===== src/rtl/router_register_pkg.sv =====
// Shared router definitions: datapath width, the reserved address code and
// the FSM state encoding that produces the register-stage strobes.
package router_register_pkg;

    localparam int DATA_W = 8;
    localparam logic [1:0] ADDR_INVALID = 2'b11;

    typedef enum logic [2:0] {
        DECODE_ADDRESS,
        LOAD_FIRST_DATA,
        LOAD_DATA,
        FIFO_FULL_STATE,
        LOAD_AFTER_FULL,
        LOAD_PARITY,
        CHECK_PARITY_ERROR,
        WAIT_TILL_EMPTY
    } router_state_e;

endpackage


===== src/rtl/router_register.sv =====
// Router datapath register stage: captures the header, feeds the FIFO write bus,
// holds one byte across a FIFO-full stall and checks packet parity.
module router_register #(
    parameter int         DATA_W       = router_register_pkg::DATA_W,
    parameter logic [1:0] ADDR_INVALID = router_register_pkg::ADDR_INVALID
) (
    input  logic              clock,
    input  logic              resetn,
    input  logic              pkt_valid,
    input  logic              fifo_full,
    input  logic              detect_add,
    input  logic              ld_state,
    input  logic              laf_state,
    input  logic              full_state,
    input  logic              lfd_state,
    input  logic              rst_int_reg,
    input  logic [DATA_W-1:0] data_in,
    output logic              err,
    output logic              parity_done,
    output logic              low_packet_valid,
    output logic [DATA_W-1:0] dout
);

    logic [DATA_W-1:0] hdr;
    logic [DATA_W-1:0] hold;
    logic [DATA_W-1:0] int_parity;
    logic [DATA_W-1:0] pkt_parity;

    // resetn is active-high despite its name
    always_ff @(posedge clock or posedge resetn) begin
        if (resetn)
            hdr <= '0;
        else if (detect_add && pkt_valid && data_in[1:0] != ADDR_INVALID)
            hdr <= data_in;
    end

    always_ff @(posedge clock or posedge resetn) begin
        if (resetn)
            dout <= '0;
        else if (lfd_state)
            dout <= hdr;
        else if (ld_state && !fifo_full)
            dout <= data_in;
        else if (laf_state)
            dout <= hold;
    end

    // byte that arrived while the FIFO was full, replayed in LOAD_AFTER_FULL
    always_ff @(posedge clock or posedge resetn) begin
        if (resetn)
            hold <= '0;
        else if (ld_state && fifo_full)
            hold <= data_in;
    end

    always_ff @(posedge clock or posedge resetn) begin
        if (resetn)
            int_parity <= '0;
        else if (detect_add)
            int_parity <= '0;
        else if (lfd_state)
            int_parity <= int_parity ^ hdr;
        else if (ld_state && pkt_valid && !full_state)
            int_parity <= int_parity ^ data_in;
    end

    always_ff @(posedge clock or posedge resetn) begin
        if (resetn)
            pkt_parity <= '0;
        else if (detect_add)
            pkt_parity <= '0;
        else if (ld_state && !fifo_full && !pkt_valid)
            pkt_parity <= data_in;
    end

    always_ff @(posedge clock or posedge resetn) begin
        if (resetn)
            parity_done <= 1'b0;
        else if (detect_add)
            parity_done <= 1'b0;
        else if ((ld_state && !fifo_full && !pkt_valid) ||
                 (laf_state && low_packet_valid && !parity_done))
            parity_done <= 1'b1;
    end

    always_ff @(posedge clock or posedge resetn) begin
        if (resetn)
            low_packet_valid <= 1'b0;
        else if (rst_int_reg)
            low_packet_valid <= 1'b0;
        else if (ld_state && !pkt_valid)
            low_packet_valid <= 1'b1;
    end

    // compared one cycle after parity_done so pkt_parity has settled
    always_ff @(posedge clock or posedge resetn) begin
        if (resetn)
            err <= 1'b0;
        else if (detect_add)
            err <= 1'b0;
        else if (parity_done)
            err <= (int_parity != pkt_parity);
    end

endmodule


===== config.mk =====
export PLATFORM = sky130hd
export DESIGN_NAME = router_register
export DESIGN_NICKNAME = d
export VERILOG_FILES = /design/src/rtl/router_register_pkg.sv /design/src/rtl/router_register.sv
export SDC_FILE = /design/constraint.sdc
export NUM_CORES = 1
export LEC_CHECK = 0
export BUFFER_PORTS_ARGS = -buffer_cell sky130_fd_sc_hd__buf_2
export CORE_ASPECT_RATIO = 0.5
export CORE_MARGIN = 8
export CORE_UTILIZATION = 40
export DETAILED_ROUTE_END_ITERATION = 7
export PLACE_DENSITY_LB_ADDON = 0.1
export SETUP_SLACK_MARGIN = 0.4
export SYNTH_ARGS = -nofsm -noshare
export SYNTH_HDL_FRONTEND = slang
export SYNTH_SLANG_ARGS = --single-unit

===== constraint.sdc =====
create_clock -name clock -period 2 [get_ports clock]
set_clock_uncertainty 0.15 [all_clocks]
set_input_delay 0.4 -clock clock [delete_from_list [all_inputs] [get_ports clock]]
set_output_delay 0.4 -clock clock [all_outputs]
set_load 0.1 [all_outputs]

==> impl_metrics.prom <==
# TYPE chip_impl_metric gauge
chip_impl_metric{name="buffer_ports.inserted",unit=""} 28
chip_impl_metric{name="max_slew.worst_pin.slew",unit="ns"} 0.468
chip_impl_metric{name="fin_util",unit="%"} 48.9
chip_impl_metric{name="synth.ff_latch_count",unit=""} 43
chip_impl_info{name="worst_path_dominant_cell_family",value="flip-flops"} 1
chip_impl_metric{name="setup_violations",unit=""} 0
chip_impl_metric{name="async_flop_share",unit="%"} 100
chip_impl_metric{name="synth.distinct_cells",unit=""} 27
chip_impl_metric{name="cts_num_sinks",unit=""} 43
chip_impl_info{name="worstHoldStart",value="rst_int_reg"} 1
chip_impl_metric{name="first_global_vias",unit=""} 1483
chip_impl_metric{name="critical-path-max-stage-delay",unit="ns"} 0.43
chip_impl_metric{name="clock_pin_slew_on_the_worst_setup_and_hold_paths",unit="ns"} 0.09
chip_impl_metric{name="viasPerCell",unit=""} 5.10
chip_impl_metric{name="dieArea",unit="µm²"} 7760
chip_impl_metric{name="area_of_all_placed_cells_without_fillers",unit="µm²"} 2400
chip_impl_info{name="synth_most_common_cell",value="dfrtp_1"} 1
chip_impl_metric{name="ys.warnings.count",unit=""} 0
chip_impl_metric{name="fp-row-count",unit=""} 18
chip_impl_metric{name="grt_remaining_overflow",unit=""} 0
chip_impl_info{name="tritoncts",value="done"} 1
chip_impl_info{name="synth_cell_count_leaders",value="43 x dfrtp_1, 25 x a21oi_1, 18 x nand2_1"} 1
chip_impl_metric{name="critPathArrivalTime",unit="ns"} 0.97
chip_impl_metric{name="grt_pass1_wl",unit="µm"} 7940
chip_impl_metric{name="critPathMaxFanout",unit=""} 4
chip_impl_metric{name="static_leakage",unit="nW"} 1.07
chip_impl_metric{name="hold_ws",unit="ns"} 0.0902
chip_impl_metric{name="detailroute.via_count",unit=""} 1483
chip_impl_info{name="yosys-top-cells-area",value="dfrtp_1 53%, mux2_2 7.8%, a21oi_1 6.2%"} 1
chip_impl_metric{name="core_box_area",unit="µm²"} 4910
chip_impl_metric{name="die_w",unit="µm"} 117
chip_impl_info{name="type_of_origin_of_the_critical_path",value="flop"} 1
chip_impl_metric{name="detailedPlacementHpwl",unit="µm"} 3410
chip_impl_metric{name="detail_route.wl_per_cell",unit="µm"} 16.8
chip_impl_info{name="cp-end-kind",value="primary output"} 1
chip_impl_metric{name="period_share",unit="%"} 76.1
chip_impl_metric{name="wl",unit="µm"} 4880
chip_impl_info{name="critical_path.slowest_cell",value="dfrtp_1"} 1
chip_impl_info{name="critical_path.cell_chain",value="buf_6"} 1
chip_impl_metric{name="setup_tns",unit="ns"} 0
chip_impl_metric{name="number_of_antenna_violations_at_the_first_check_in_global_routing",unit=""} 0
chip_impl_info{name="endpoint_of_the_worst_hold_path",value="low_packet_valid$_DFFE_PP0P_"} 1
chip_impl_metric{name="ff2ff_path_depth",unit=""} 4
chip_impl_info{name="outcome",value="completed"} 1
chip_impl_metric{name="hold-path-cell-count",unit=""} 2
chip_impl_metric{name="post-route-worst-setup-slack",unit="ns"} 0.477
chip_impl_metric{name="synth_enable_flop_cells",unit=""} 0
chip_impl_metric{name="avgSynthCellArea",unit="µm²"} 10.8
chip_impl_metric{name="fmaxAchievable",unit="MHz"} 657
chip_impl_metric{name="layout-area-overhead-vs-synth",unit="%"} 18.2
chip_impl_metric{name="grt_max_degree",unit=""} 44
chip_impl_metric{name="drv_cap",unit=""} 0
chip_impl_metric{name="fp.dieH",unit="µm"} 66.4
chip_impl_metric{name="drt_pass1_iterations",unit=""} 4
chip_impl_metric{name="antenna-diode-count",unit=""} 0
chip_impl_info{name="hold_path_class",value="primary input to flop"} 1
chip_impl_metric{name="drive_gt1_share",unit="%"} 27.1
chip_impl_info{name="rsz0062_at_grt",value="false"} 1
chip_impl_metric{name="timing.reg2reg.setup_slack",unit="ns"} 0.71
chip_impl_metric{name="global_route.usage.total",unit="%"} 13.4
chip_impl_metric{name="netlist_instances",unit=""} 188
chip_impl_info{name="path_class",value="flop to primary output"} 1
chip_impl_metric{name="tritoncts.num_buffers",unit=""} 5
chip_impl_metric{name="post_dp_cell_area",unit="µm²"} 2250
chip_impl_metric{name="fillCellCount",unit=""} 484
chip_impl_metric{name="place.gp.congestion",unit=""} 0.736
chip_impl_metric{name="ioPinCount",unit=""} 29
chip_impl_metric{name="worst_ir_drop_vdd",unit="mV"} 0.493
chip_impl_metric{name="critical_path_buf_inv_count",unit=""} 1
chip_impl_metric{name="period_needed",unit="ns"} 1.52
chip_impl_metric{name="pwr_density_cell",unit="nW/µm²"} 976
chip_impl_metric{name="cell_area_after_technology_mapping",unit="µm²"} 2030
chip_impl_metric{name="initial_core_util",unit="%"} 41.4
chip_impl_metric{name="number_of_drc_markers_in_iteration_0",unit=""} 73
chip_impl_info{name="synth_largest_area_cell",value="dfrtp_1"} 1
chip_impl_metric{name="drc_errors",unit=""} 0
chip_impl_metric{name="maxSlewViolCount",unit=""} 0
chip_impl_info{name="ys.flop_type",value="dfrtp_1"} 1
chip_impl_info{name="clk_root_buffer_cell",value="clkbuf_8"} 1
chip_impl_metric{name="cts_h_tree_lvls",unit=""} 2
chip_impl_metric{name="synth.net_count",unit=""} 206
chip_impl_metric{name="route.antenna.remaining_nets",unit=""} 0
chip_impl_metric{name="cp_data_required_time",unit="ns"} 1.45
chip_impl_metric{name="post-place-ws",unit="ns"} 0.0632
chip_impl_metric{name="clk_path_buf_depth",unit=""} 2
chip_impl_info{name="r2r_start",value="int_parity[1]$_DFFE_PP0P_"} 1
chip_impl_metric{name="synth_seq_area_share",unit="%"} 53.0
chip_impl_info{name="critical_path.reg2reg.endpoint",value="err$_DFFE_PP0P_"} 1
chip_impl_metric{name="design.final.nets",unit=""} 238
chip_impl_metric{name="placedCellCount",unit=""} 282
chip_impl_metric{name="slew_headroom",unit="%"} 68.7
chip_impl_metric{name="share_of_the_synthesized_area_in_the_top_cell_type",unit="%"} 53.0
chip_impl_metric{name="worst_skew_pair.late_latency",unit="ns"} 0.29
chip_impl_metric{name="cts.repair_timing.setup_buffer_count",unit=""} 0
chip_impl_metric{name="layout.cells.non_filler",unit=""} 291
chip_impl_metric{name="finalHoldViolCount",unit=""} 0
chip_impl_metric{name="pwr_total",unit="mW"} 2.34
==> logic make-up after synthesis <==
| logic type | Yosys count | share of synthesized area, % |
|---|---|---|
| flip-flops | 43 | 53.0 |
| multiplexers | 22 | 11.7 |
| XOR/XNOR | 16 | 6.90 |
| buffers and inverters | 12 | 3.57 |
| AND/OR/NAND/NOR | 50 | 11.4 |
| AO/OA/AOI/OAI | 45 | 13.5 |
==> area by class of cell <==
class                      count  area (µm²)  area share [%]
inverter                       2        7.51           0.313
multi-input combinational    133         888            37.0
tap                           70        87.6            3.65
sequential                    43        1080            44.8
clock inverter                 1        7.51           0.313
timing repair buffer          35         239            9.95
clock buffer                   7        96.3            4.01
==> placed cells by master, fill, tap and decap left out, types with 3 or more instances in the layout <==
master / count
a21oi_1: 25
xor2_1: 3
buf_2: 17
o21ai_0: 8
nand3_1: 8
clkbuf_8: 7
xnor2_1: 13
a221o_1: 8
mux2_2: 14
mux2i_1: 8
dfrtp_1: 43
nor2_1: 16
buf_4: 15
nand2_1: 18
==> per-layer routing <==
layer | up-vias | track usage (%) | share of wire, %
met5 | - | 0 | 0
met3 | 5 | 3.55 | 5.4
met2 | 30 | 18.3 | 42
met4 | 0 | 3.32 | 0.72
met1 | 722 | 20.2 | 52
li1 | 726 | - | -
==> power breakdown <==
part | total, mW | internal, mW | switching (mW)
registers | 1.08 | 0.986 | 0.0905
logic | 0.647 | 0.221 | 0.427
clock network | 0.620 | 0.314 | 0.306
total | 2.34 | 1.52 | 0.823
==> sequential cells by signal (all words and copies together), names as in the netlist <==
| register | cells |
|---|---|
| dout | 8 |
| hdr | 8 |
| hold | 8 |
| int_parity | 8 |
| pkt_parity | 8 |
| err | 1 |
| low_packet_valid | 1 |
| parity_done | 1 |
==> repair_timing <==
item,CTS,global route
endpoints found under the hold margin,35,0
hold buffers,1,0
cloned,0,0
gates resized for setup,12,2
endpoints found under the setup margin,19,5
==> how the worst max path moves through the flow <==
stage                       startpoint                  end  slack (ns)  depth (start not counted)
2_1_floorplan                   resetn  dout[0]$_DFFE_PP0P_        0.45                          1
3_3_place_gp                  ld_state  dout[1]$_DFFE_PP0P_        0.11                          4
3_5_place_dp                  ld_state  dout[0]$_DFFE_PP0P_        0.06                          4
4_1_cts        parity_done$_DFFE_PP0P_          parity_done        0.42                          1
5_1_grt        parity_done$_DFFE_PP0P_          parity_done        0.42                          1
6_report       parity_done$_DFFE_PP0P_          parity_done        0.48                          1
Power figures use the tool's default switching activity.
